<file path="config.mk">
export PLATFORM = sky130hd
export DESIGN_NAME = triangle_scheduler_flat
export DESIGN_NICKNAME = d
export VERILOG_FILES = /design/src/rtl/triangle_scheduler_if.sv /design/src/rtl/triangle_scheduler.sv /design/src/flat_wrapper.sv
export SDC_FILE = /design/constraint.sdc
export NUM_CORES = 1
export LEC_CHECK = 0
export ABC_AREA = 1
export CORE_ASPECT_RATIO = 1.5
export CORE_MARGIN = 2
export CORE_UTILIZATION = 48
export CTS_BUF_LIST = sky130_fd_sc_hd__clkbuf_4
export DETAILED_ROUTE_END_ITERATION = 7
export PLACE_DENSITY = 0.76
export SLEW_MARGIN = 20
export SYNTH_ARGS = -nofsm -noshare
export SYNTH_HDL_FRONTEND = slang
export SYNTH_SLANG_ARGS = --single-unit
export TNS_END_PERCENT = 30
</file>
<file path="constraint.sdc">
create_clock -name clk -period 2.2 [get_ports clk]
set_input_delay 0.33 -clock clk [delete_from_list [all_inputs] [get_ports clk]]
set_output_delay 0.33 -clock clk [all_outputs]
set_load 0.02 [all_outputs]
</file>
<file path="src/rtl/triangle_scheduler_if.sv">
// Stage bus between the triangle scheduler and its fetch, vertex and pixel stages.
// The scheduler drives start pulses and fetch addresses; the stages answer with eoc pulses.
interface triangle_scheduler_if #(
  parameter int MADDR_WIDTH = 32
);
  logic                   fetch_start;
  logic                   ver_start;
  logic                   pix_start;
  logic                   fetch_eoc;
  logic                   ver_eoc;
  logic                   pix_eoc;
  logic [MADDR_WIDTH-1:0] fetch_addr_vertex;
  logic [MADDR_WIDTH-1:0] fetch_addr_color;

  modport master (
    output fetch_start, ver_start, pix_start, fetch_addr_vertex, fetch_addr_color,
    input  fetch_eoc, ver_eoc, pix_eoc
  );

  modport slave (
    input  fetch_start, ver_start, pix_start, fetch_addr_vertex, fetch_addr_color,
    output fetch_eoc, ver_eoc, pix_eoc
  );
endinterface

</file>
<file path="src/rtl/triangle_scheduler.sv">
// Three-stage (fetch / vertex / pixel) triangle pipeline scheduler for one frame at a time.
// Optional GPU_SCHED_PERF_EN adds a saturating frame_cycles counter output.
module triangle_scheduler #(
  parameter int MADDR_WIDTH   = 32,
  parameter int VERTEX_STRIDE = 6,
  parameter int COLOR_STRIDE  = 16
) (
  input  logic                   clk,
  input  logic                   reset,
  input  logic                   frame_start,
  input  logic [31:0]            triangles_count,
  input  logic [MADDR_WIDTH-1:0] base_addr_vertex,
  input  logic [MADDR_WIDTH-1:0] base_addr_color,
  triangle_scheduler_if.master   stage,
  output logic                   busy,
  output logic                   frame_end,
  output logic [31:0]            cur_triangle
`ifdef GPU_SCHED_PERF_EN
  ,output logic [31:0]           frame_cycles
`endif
);

  localparam logic [MADDR_WIDTH-1:0] VTX_STEP = MADDR_WIDTH'(VERTEX_STRIDE);
  localparam logic [MADDR_WIDTH-1:0] COL_STEP = MADDR_WIDTH'(COLOR_STRIDE);

  typedef enum logic {IDLE, RUN} state_e;

  state_e                 state_q, state_d;
  logic [31:0]            count_q, count_d;
  logic [31:0]            idx_q, idx_d;
  logic [31:0]            cur_tri_q, cur_tri_d;
  logic [MADDR_WIDTH-1:0] nxt_vtx_q, nxt_vtx_d;
  logic [MADDR_WIDTH-1:0] nxt_col_q, nxt_col_d;
  logic [MADDR_WIDTH-1:0] cur_vtx_q, cur_vtx_d;
  logic [MADDR_WIDTH-1:0] cur_col_q, cur_col_d;
  logic                   vf_q, vf_d, vv_q, vv_d, vp_q, vp_d;
  logic                   df_q, df_d, dv_q, dv_d, dp_q, dp_d;
`ifdef GPU_SCHED_PERF_EN
  logic [31:0]            cyc_q, cyc_d;
`endif

  logic adv;
  logic issue;
  logic drained;

  // Advance fires when every occupied stage has reported done; an empty pipe always advances.
  assign adv     = (state_q == RUN) && (!vf_q || df_q) && (!vv_q || dv_q) && (!vp_q || dp_q);
  assign issue   = adv && (idx_q < count_q);
  assign drained = adv && (idx_q == count_q) && !vf_q && !vv_q;

  always_ff @(posedge clk) begin
    if (reset) begin
      state_q   <= IDLE;
      count_q   <= '0;
      idx_q     <= '0;
      cur_tri_q <= '0;
      nxt_vtx_q <= '0;
      nxt_col_q <= '0;
      cur_vtx_q <= '0;
      cur_col_q <= '0;
      vf_q      <= 1'b0;
      vv_q      <= 1'b0;
      vp_q      <= 1'b0;
      df_q      <= 1'b0;
      dv_q      <= 1'b0;
      dp_q      <= 1'b0;
`ifdef GPU_SCHED_PERF_EN
      cyc_q     <= '0;
`endif
    end else begin
      state_q   <= state_d;
      count_q   <= count_d;
      idx_q     <= idx_d;
      cur_tri_q <= cur_tri_d;
      nxt_vtx_q <= nxt_vtx_d;
      nxt_col_q <= nxt_col_d;
      cur_vtx_q <= cur_vtx_d;
      cur_col_q <= cur_col_d;
      vf_q      <= vf_d;
      vv_q      <= vv_d;
      vp_q      <= vp_d;
      df_q      <= df_d;
      dv_q      <= dv_d;
      dp_q      <= dp_d;
`ifdef GPU_SCHED_PERF_EN
      cyc_q     <= cyc_d;
`endif
    end
  end

  always_comb begin
    state_d   = state_q;
    count_d   = count_q;
    idx_d     = idx_q;
    cur_tri_d = cur_tri_q;
    nxt_vtx_d = nxt_vtx_q;
    nxt_col_d = nxt_col_q;
    cur_vtx_d = cur_vtx_q;
    cur_col_d = cur_col_q;
    vf_d      = vf_q;
    vv_d      = vv_q;
    vp_d      = vp_q;
    df_d      = df_q | (vf_q & stage.fetch_eoc);
    dv_d      = dv_q | (vv_q & stage.ver_eoc);
    dp_d      = dp_q | (vp_q & stage.pix_eoc);
`ifdef GPU_SCHED_PERF_EN
    cyc_d     = cyc_q;
`endif

    case (state_q)
      IDLE: begin
        if (frame_start) begin
          state_d   = RUN;
          count_d   = triangles_count;
          idx_d     = '0;
          nxt_vtx_d = base_addr_vertex;
          nxt_col_d = base_addr_color;
`ifdef GPU_SCHED_PERF_EN
          cyc_d     = '0;
`endif
        end
      end
      RUN: begin
        if (drained) state_d = IDLE;
`ifdef GPU_SCHED_PERF_EN
        if (cyc_q != '1) cyc_d = cyc_q + 32'd1;
`endif
      end
      default: state_d = IDLE;
    endcase

    // On advance, an eoc seen in the same cycle belongs to the stage's new occupant.
    if (adv) begin
      vp_d = vv_q;
      vv_d = vf_q;
      vf_d = issue;
      df_d = vf_d & stage.fetch_eoc;
      dv_d = vv_d & stage.ver_eoc;
      dp_d = vp_d & stage.pix_eoc;
    end

    if (issue) begin
      idx_d     = idx_q + 32'd1;
      cur_tri_d = idx_q;
      cur_vtx_d = nxt_vtx_q;
      cur_col_d = nxt_col_q;
      nxt_vtx_d = nxt_vtx_q + VTX_STEP;
      nxt_col_d = nxt_col_q + COL_STEP;
    end
  end

  // During the issue cycle the new addresses show directly; otherwise the last issued ones hold.
  always_comb begin
    stage.fetch_start       = issue;
    stage.ver_start         = adv & vf_q;
    stage.pix_start         = adv & vv_q;
    stage.fetch_addr_vertex = issue ? nxt_vtx_q : cur_vtx_q;
    stage.fetch_addr_color  = issue ? nxt_col_q : cur_col_q;
    cur_triangle            = issue ? idx_q : cur_tri_q;
    busy                    = (state_q == RUN);
    frame_end               = drained;
`ifdef GPU_SCHED_PERF_EN
    frame_cycles            = cyc_q;
`endif
  end

endmodule

</file>
<file path="src/flat_wrapper.sv">
// flat-port wrapper written by rule: the top's interface ports become plain ports
module triangle_scheduler_flat 
#(
  parameter int MADDR_WIDTH   = 32,
  parameter int VERTEX_STRIDE = 6,
  parameter int COLOR_STRIDE  = 16
)
  (clk, reset, frame_start, triangles_count, base_addr_vertex, base_addr_color, busy, frame_end, cur_triangle, stage_fetch_start, stage_ver_start, stage_pix_start, stage_fetch_addr_vertex, stage_fetch_addr_color, stage_fetch_eoc, stage_ver_eoc, stage_pix_eoc);
  triangle_scheduler_if #(.MADDR_WIDTH(MADDR_WIDTH)) stage_i ();
  input  logic clk;
  input  logic reset;
  input  logic frame_start;
  input  logic [31:0] triangles_count;
  input  logic [MADDR_WIDTH-1:0] base_addr_vertex;
  input  logic [MADDR_WIDTH-1:0] base_addr_color;
  output logic busy;
  output logic frame_end;
  output logic [31:0] cur_triangle;
  output wire logic [$bits(stage_i.fetch_start)-1:0] stage_fetch_start;
  output wire logic [$bits(stage_i.ver_start)-1:0] stage_ver_start;
  output wire logic [$bits(stage_i.pix_start)-1:0] stage_pix_start;
  output wire logic [$bits(stage_i.fetch_addr_vertex)-1:0] stage_fetch_addr_vertex;
  output wire logic [$bits(stage_i.fetch_addr_color)-1:0] stage_fetch_addr_color;
  input wire logic [$bits(stage_i.fetch_eoc)-1:0] stage_fetch_eoc;
  input wire logic [$bits(stage_i.ver_eoc)-1:0] stage_ver_eoc;
  input wire logic [$bits(stage_i.pix_eoc)-1:0] stage_pix_eoc;
  assign stage_fetch_start = stage_i.fetch_start;
  assign stage_ver_start = stage_i.ver_start;
  assign stage_pix_start = stage_i.pix_start;
  assign stage_fetch_addr_vertex = stage_i.fetch_addr_vertex;
  assign stage_fetch_addr_color = stage_i.fetch_addr_color;
  assign stage_i.fetch_eoc = stage_fetch_eoc;
  assign stage_i.ver_eoc = stage_ver_eoc;
  assign stage_i.pix_eoc = stage_pix_eoc;
  triangle_scheduler #(.MADDR_WIDTH(MADDR_WIDTH), .VERTEX_STRIDE(VERTEX_STRIDE), .COLOR_STRIDE(COLOR_STRIDE)) u_core (.clk(clk), .reset(reset), .frame_start(frame_start), .triangles_count(triangles_count), .base_addr_vertex(base_addr_vertex), .base_addr_color(base_addr_color), .stage(stage_i), .busy(busy), .frame_end(frame_end), .cur_triangle(cur_triangle));
endmodule
</file>
==> summary.txt, run 1 <==
Timing
  – Final count of pins violating max slew: 0
  – Minimum setup slack in the final design: -1.18 ns
  – Final cycle utilization of the critical path: 154%
  – Worst rel slew slack: about half
  – Post-route minimum period: ~3.4 ns
  – Final clock skew: 0.0284 ns
  – Count of endpoints failing hold in the final timing report: 0
  – Fmax: a little under 0.3 GHz
  – Setup repair after global routing missed its margin: true
  – Hold slack: around 0.2 ns
  – Setup-violating endpoint count in the final report: between 200 and 250
  – Transition time at the pin with the least slew margin: approximately 0.74 ns

Clocking
  – Clock transition at the registers of the reported paths: 0.08 ns
  – Longest Clk Path Bufs: 3
  – Clock latency reported for the late side of the worst-skew pair: roughly 0.74 ns
  – Deepest level of the CTS H-tree: 2
  – TritonCTS clock tree: yes
  – Number of clock sinks seen by CTS: approximately 230
  – Root Driver: clkbuf_4
  – Clock buffers created by TritonCTS: between 50 and 60

Setup path
  – Signal arrival time at the worst endpoint: ~3.1 ns
  – Startpoint type of the worst setup path: flip-flop
  – Critical path launch point: u_core.count_q[4]
  – Sort of element at the end of the critical path: output port
  – Setup slack, reg-to-reg: -0.47 ns
  – CP required: between 1.5 and 2 ns
  – Depth of the worst register-to-register path: 17
  – Worst r2r dst: u_core.idx_q[7]
  – Endpoint of the most critical setup path: cur_triangle[30]
  – Launch point of the worst reg-to-reg path: u_core.count_q[4]
  – Highest net fanout along the worst path: 7
  – Start-to-end type of the worst setup path: flip-flop to output port

Yosys
  – Ys flop type: dfxtp_1
  – Netlist area before placement: between 10000 and 15000 um^2
  – Async S/R FF share, synth: 0%
  – Warnings, synthesis: 0
  – Area contributors post-synth: dfxtp_1 (37%), nand2_1 (15%), inv_1 (11%), nand3_1 (7.6%), nor2_1 (6.4%)
  – Number of flops mapped to enable cells by yosys: 0
  – Leading post-synthesis cells by instance count: nand2_1 (514), inv_1 (353), dfxtp_1 (231)
  – Net count after synthesis: about 2100
  – Instance count of the mapped netlist: between 1500 and 2000
  – Post-Syn Area per Cell: between 6 and 7 um^2
  – Number of register bits inferred by synthesis: ~230
  – Leading area contributor after synthesis: dfxtp_1
  – Post-synth cell types: 31
  – Library cell with the highest instance count after synthesis: nand2_1
  – Portion of the post-synthesis area used by sequential elements: between 30% and 40%
  – Area fraction of the dominant cell type after synthesis: 37.0%

GRT
  – Overall overflow remaining after global route: 0
  – Number of antenna violations at the first check in global routing: 5
  – Number of global-route vias before repair: around 14000
  – Met1 track utilization from global routing: 31.9%
  – Largest net degree at the start of global routing: 60
  – M3 GR Usage: under 10%
  – Most used routing layer in global routing: met2
  – Global routing usage on met2: 54.1%
  – Global-route wire length before repair: ~67000 um
  – Total GRT Usage: a little under a third

Routing
  – Iteration count of the initial detailed-routing pass: 7
  – DR DRC count: 0
  – DR WL/cell: 17.0 um
  – 1st-iter DRT viols: between 900 and 1000
  – Post-detailed-routing wire length: between 40000 and 50000 um
  – Routed vias/inst: 5.32
  – Vias after detailed routing: ~15000
  – Antenna Violating Nets Remaining: 0

Placed design
  – Placed wire-length estimate: 27400 um
  – Number of buffers inserted by port buffering: just over 200
  – Placer congestion estimate: about 0.96

Power
  – Leakage: ~9.0 nW
  – PwrDens: between 600 and 700 nW/um^2
  – Worst VDD drop: ~0.47 mV

Floorplan
  – Core Rows: 72
  – Initial standard-cell utilization of the core: 48.7%
  – Standard cell core area: between 20000 and 30000 um^2
  – Y dimension of the die: roughly 200 um
  – DIE WIDTH: about 140 um
  – Die ar.: roughly 27000 um^2
  – Number of top-level design ports: around 200

Worst hold path
  – Classification of the worst-slack hold path: input port to flip-flop

Final layout
  – Util after Layout: between 70% and 80%
  – Fill cell instance count of the final layout: approximately 1900
  – Fraction of layout instances using a drive strength above 1: 31.9%
  – Area grow syn2layout: 52.8%
  – Total number of nets in the final design: between 2000 and 3000

Status
  – Violated checks: setup timing
  – Run status: finished with violations

Job
  – Max_cap viols: 0
[flip-flops by register name, indices dropped and copies added (netlist names)]
register / count
u_core.busy: 1
u_core.count_q: 32
u_core.cur_col_q: 32
u_core.cur_tri_q: 32
u_core.cur_vtx_q: 32
u_core.df_q: 1
u_core.dp_q: 1
u_core.dv_q: 1
u_core.idx_q: 32
u_core.nxt_col_q: 32
u_core.nxt_vtx_q: 32
u_core.vf_q: 1
u_core.vp_q: 1
u_core.vv_q: 1
[worst min path at each step]
stage                             start                  end  cells past startpoint  slack [ns]
finish                  stage_fetch_eoc          u_core.df_q                      3        0.20
global placement     u_core.count_q[30]   u_core.count_q[30]                      2        0.45
detailed placement    u_core.count_q[4]    u_core.count_q[4]                      2        0.46
CTS                     stage_fetch_eoc          u_core.df_q                      3        0.15
floorplan            u_core.count_q[10]   u_core.count_q[10]                      2        0.43
global route        base_addr_vertex[0]  u_core.nxt_vtx_q[0]                      3        0.17
[logic make-up (layout without fill, tap and decap cells)]
logic type	after synthesis	count (layout)	share of synthesized area (%)
flops	231	231	37.0
fa+ha+maj	35	35	3.50
xor+xnor	29	29	2.03
other cells	0	6	0
simple gates	1018	1018	34.4
buf+inv	451	882	13.8
compound gates	227	227	9.24
[worst max-delay path, cell delays in order (launching register included)]
cell and delay (ns):
dfxtp_1 0.32, inv_1 0.07, ha_1 0.23, a21oi_2 0.17, nor2_1 0.08, nor2_2 0.17
nand2_2 0.08, nand2_1 0.07, nand2_2 0.06, nand2_4 0.09, nand2_8 0.07, buf_12 0.18
buf_4 0.16, clkbuf_16 0.17, o21ai_4 0.17, inv_2 0.04, buf_4 0.15
[where the power goes]
part	switching [W]	internal [W]	total (W)
clock	0.00187	0.00169	0.00356
sequential	0.000246	0.00451	0.00475
combinational	0.00237	0.00199	0.00436
[metal layers]
layer | vias to the layer above | wire [um]
li1 | 7013 | -
met1 | 6866 | 17400
met2 | 579 | 23900
met3 | 234 | 2190
met4 | 0 | 3370
met5 | - | 0
[cells in the final DEF (no fill, tap or decap), drive strengths merged, types with 2 or more instances in the layout]
cell / n
buf: 305
ha: 35
nand4: 39
inv: 355
nor3b: 3
nor2: 214
o21ai: 134
clkinv: 27
a32o: 2
or2: 8
xnor2: 9
clkbuf: 92
nand3: 191
nor4: 6
a21o: 3
nand3b: 12
dfxtp: 231
diode: 6
nor3: 29
a21oi: 87
clkdlybuf4s50: 101
xor2: 20
nand2: 515
[per-stage QoR]
step	power (W)	setup slack [ns]	instances	TNS [ns]	area, um^2
global placement	0.00783	-0.883	2568	-107.21	15900
detailed placement	0.00790	-0.909	2568	-115.28	15900
global route	0.0132	-1.23	2761	-138.68	19100
floorplan	0.00650	-0.0397	1991	-2.25	12700
finish	0.0127	-1.18	2761	-122.43	19100
CTS	0.0118	-1.16	2700	-114.94	17600
[timing repair]
item / CTS / global route
resized for setup: 522 / 387
gates cloned: 9 / 15
pin swaps: 13 / 33
hold endpoints to repair: 1 / 0
hold buffers: 1 / 0
setup endpoints to repair: 286 / 271
buffers inserted: 22 / 46
[cell type report]
type | count | area, um^2 | area share (%)
multi-input combinational | 1309 | 7630 | 39.9
sequential | 231 | 4660 | 24.4
timing repair buffer | 425 | 4340 | 22.7
inverter | 355 | 1350 | 7.07
clock buffer | 74 | 556 | 2.91
tap | 333 | 417 | 2.18
clock inverter | 28 | 138 | 0.720
antenna | 6 | 15.0 | 0.0786
Note: power is estimated with default switching activity, not from simulation.
==> run 2: changes to the inputs <==
--- a/config.mk
+++ b/config.mk
@@ -12,7 +12,7 @@
 export CTS_BUF_LIST = sky130_fd_sc_hd__clkbuf_4
 export DETAILED_ROUTE_END_ITERATION = 7
 export PLACE_DENSITY = 0.76
-export SLEW_MARGIN = 20
+export SLEW_MARGIN = 0
 export SYNTH_ARGS = -nofsm -noshare
 export SYNTH_HDL_FRONTEND = slang
 export SYNTH_SLANG_ARGS = --single-unit
==> results of run 2 <==
Same layout as run 1: the final DEF is identical, and so are final timing and power.
==> run 3: changes to the inputs <==
--- a/config.mk
+++ b/config.mk
@@ -6,12 +6,15 @@
 export NUM_CORES = 1
 export LEC_CHECK = 0
 export ABC_AREA = 1
+export CELL_PAD_IN_SITES_DETAIL_PLACEMENT = 2
+export CELL_PAD_IN_SITES_GLOBAL_PLACEMENT = 2
 export CORE_ASPECT_RATIO = 1.5
 export CORE_MARGIN = 2
-export CORE_UTILIZATION = 48
+export CORE_UTILIZATION = 27
 export CTS_BUF_LIST = sky130_fd_sc_hd__clkbuf_4
 export DETAILED_ROUTE_END_ITERATION = 7
-export PLACE_DENSITY = 0.76
+export HOLD_SLACK_MARGIN = 0.02
+export PLACE_DENSITY_LB_ADDON = 0.1
 export SLEW_MARGIN = 0
 export SYNTH_ARGS = -nofsm -noshare
 export SYNTH_HDL_FRONTEND = slang
==> run 3 against run 2 <==
The run still ends with setup timing left. Global-route usage down 5.7 points. Cell count grew 11%. Sequential cell count stayed put. Routed wire length increased by 44%. First-iteration DRC count down 41%. Critical path depth shrank 1. Die area rose by 76%. Register-to-register slack got worse by 0.88 ns. Maximum frequency shrank 6.3%.
==> summary.txt, run 3 (synthesis gave the netlist of run 1 again) <==
Routing
  – Routed vias/inst: 4.92 (was 5.32)
  – Iteration count of the initial detailed-routing pass: 6 (was 7)
  – 1st-iter DRT viols: 533 (was 901)
  – Post-detailed-routing wire length: 67600 um (was 46800 um)
  – Met3 Wirelength: 2040 um (was 2190 um)
  – Top Layer Used: met4 (unchanged)
  – Metal2 WL: 37300 um (was 23900 um)
  – Met1 layer wirelength in the final routing: 24400 um (was 17400 um)
  – Antenna Violating Nets Remaining: 0 (unchanged)
  – Vias after detailed routing: 15100 (was 14700)
  – DR WL/cell: 22.0 um (was 17.0 um)
  – DR DRC count: 0 (unchanged)

Final layout
  – Most frequent cells in the layout: nand2_1 (442), inv_1 (258), buf_4 (236) (was nand2_1 (435), inv_1 (253), dfxtp_1 (204))
  – Area grow syn2layout: 61.1% (was 52.8%)
  – Util after Layout: 44.0% (was 74.4%)
  – Most common library cell in the layout ignoring fill and taps: nand2_1 (unchanged)
  – Fraction of layout instances using a drive strength above 1: 33.7% (was 31.9%)
  – Fill cell instance count of the final layout: 5255 (was 1941)
  – Finished layout cell area: 20100 um^2 (was 19100 um^2)
  – Total number of nets in the final design: 2587 (was 2515)

Timing
  – Setup-violating endpoint count in the final report: 283 (was 236)
  – Worst rel slew slack: 60.9% (was 51.0%)
  – Fmax: 0.277 GHz (was 0.296 GHz)
  – Minimum setup slack in the final design: -1.41 ns (was -1.18 ns)
  – Post-route minimum period: 3.61 ns (was 3.38 ns)
  – Count of endpoints failing hold in the final timing report: 0 (unchanged)
  – Transition time at the pin with the least slew margin: 0.585 ns (was 0.736 ns)
  – Final cycle utilization of the critical path: 164% (was 154%)
  – Setup repair after global routing missed its margin: true (unchanged)
  – Final count of pins violating max slew: 0 (unchanged)
  – Final clock skew: 0.0638 ns (was 0.0284 ns)

Setup path
  – WP buf/inv: 7 (was 6)
  – Sort of element at the end of the critical path: output port (unchanged)
  – Signal arrival time at the worst endpoint: 3.28 ns (was 3.05 ns)
  – Cell class contributing the biggest share of worst-path delay: buffers and inverters (unchanged)
  – Cell mode on critical path: buf_4
  – Cell with the largest stage delay on the worst path: dfxtp_1 (unchanged)
  – Critical Path, Cell by Cell: inv_2 -> ha_4 -> nand2_2 -> nor2_4 -> buf_4 -> nand3_4 -> nand2_4 -> nor3_4 -> buf_4 -> buf_6 -> buf_16 -> nand3_1 -> o21ai_1 -> inv_1 -> buf_12 (was inv_1 -> ha_1 -> a21oi_2 -> nor2_1 -> nor2_2 -> nand2_2 -> nand2_1 -> nand2_2 -> nand2_4 -> nand2_8 -> buf_12 -> buf_4 -> clkbuf_16 -> o21ai_4 -> inv_2 -> buf_4)
  – Highest net fanout along the worst path: 15 (was 7)
  – CP required: 1.87 ns (about the same)
  – Critical Path Max Stage Delay: 0.34 ns (was 0.32 ns)
  – Start-to-end type of the worst setup path: flip-flop to output port (unchanged)
  – Startpoint type of the worst setup path: flip-flop (unchanged)

Placed design
  – Placer congestion estimate: 0.852 (was 0.964)
  – Number of buffers inserted by port buffering: 202 (unchanged)
  – Post-detailed-placement cell area: 16400 um^2 (was 15900 um^2)
  – Placed wire-length estimate: 38500 um (was 27400 um)

Clocking
  – Root Driver: clkbuf_4 (unchanged)
  – TritonCTS clock tree: yes (unchanged)
  – Clock transition at the registers of the reported paths: 0.07 ns (was 0.08 ns)
  – Deepest level of the CTS H-tree: 3 (was 2)
  – Clock latency reported for the late side of the worst-skew pair: 0.78 ns (was 0.74 ns)
  – Longest Clk Path Bufs: 3 (unchanged)
  – Clock buffers created by TritonCTS: 67 (was 56)
  – Number of clock sinks seen by CTS: 231 (unchanged)

Floorplan
  – Initial standard-cell utilization of the core: 27.3% (was 48.7%)
  – DIE WIDTH: 180 um (was 136 um)
  – Core Rows: 96 (was 72)
  – Number of top-level design ports: 203 (unchanged)
  – Y dimension of the die: 268 um (was 202 um)
  – Standard cell core area: 45800 um^2 (was 25700 um^2)
  – Die ar.: 48100 um^2 (was 27400 um^2)

Status
  – Run status: finished with violations (unchanged)
  – Violated checks: setup timing (unchanged)

GRT
  – Number of antenna violations at the first check in global routing: 5 (unchanged)
  – Number of global-route vias before repair: 16800 (was 14100)
  – Overall overflow remaining after global route: 0 (unchanged)
  – Global-route wire length before repair: 91700 um (was 66600 um)
  – Total GRT Usage: 24.4% (was 30.0%)
  – Largest net degree at the start of global routing: 67 (was 60)

Power
  – Worst VDD drop: 0.280 mV (was 0.466 mV)
  – PwrDens: 692 nW/um^2 (was 663 nW/um^2)
  – Leakage: 9.36 nW (was 9.02 nW)

Worst hold path
  – Classification of the worst-slack hold path: input port to flip-flop (unchanged)

Job
  – Max_cap viols: 0 (unchanged)
-- run 3: cell types whose count changed in the layout (fill, tap and decap cells not counted), moves of 7 or more --
cell / change
buf_4: +66
o21ai_2: -20
o21ai_4: +19
clkinv_1: -16
buf_2: -12
buf_6: +12
clkbuf_4: +11
nand2_2: -10
buf_12: +8
clkbuf_16: -8
nand2_1: +7
-- run 3: cell type report --
type                            count  area [um^2]  share of cell area, %
Multi-Input combinational cell   1309         7780                   38.6
Clock buffer                       85          638                   3.17
Timing Repair Buffer              486         4850                   24.1
Antenna cell                        6         15.0                 0.0745
Clock inverter                     12          125                  0.621
Sequential cell                   231         4660                   23.2
Tap cell                          588          736                   3.65
Inverter                          355         1340                   6.66
-- run 3: path summary, 6_finish.rpt --
check	start	to	cells after the start	slack, ns
hold / removal	stage_fetch_eoc	u_core.df_q	3	0.20
hold reg to reg	u_core.count_q[31]	u_core.count_q[31]	2	0.47
setup reg to reg	u_core.count_q[30]	u_core.cur_col_q[3]	25	-1.35
setup / recovery	u_core.count_q[30]	stage_fetch_addr_vertex[1]	15	-1.41
-- run 3: what timing repair did --
| action | CTS | global route |
|---|---|---|
| cloned | 12 | 5 |
| endpoints found under the setup margin | 291 | 283 |
| endpoints found under the hold margin | 3 | 0 |
| hold buffers | 1 | 0 |
| resized for setup | 598 | 344 |
| pin swaps | 27 | 45 |
| setup buffers | 53 | 59 |
-- run 3: metal layers --
layer,track usage [%],vias up
met1,23.7,7419
met3,3.64,204
met5,0,-
met4,13.9,0
li1,-,7133
met2,48.3,364
-- run 3: where the power goes --
| part | total (W) | switching [W] | internal [W] |
|---|---|---|---|
| clock network | 0.00422 | 0.00210 | 0.00212 |
| logic | 0.00496 | 0.00274 | 0.00221 |
| registers | 0.00476 | 0.000254 | 0.00451 |
-- run 3: per-stage QoR --
step | std cells | TNS [ns] | worst slack, ns | total power [W] | hold slack, ns
2_1_floorplan | 1991 | -2.25 | -0.0397 | 0.00650 | 0.433
3_3_place_gp | 2847 | -202.04 | -1.25 | 0.00800 | 0.445
3_5_place_dp | 2847 | -206.43 | -1.26 | 0.00813 | 0.451
4_1_cts | 3009 | -127.20 | -1.30 | 0.0130 | 0.127
5_1_grt | 3071 | -191.79 | -1.51 | 0.0146 | 0.154
6_report | 3072 | -169.33 | -1.41 | 0.0139 | 0.197
-- run 3: worst min-delay path, cell delays in order --
cell and delay, ns:
clkdlybuf4s50_1 0.45, nand2_1 0.09, nand2_1 0.04
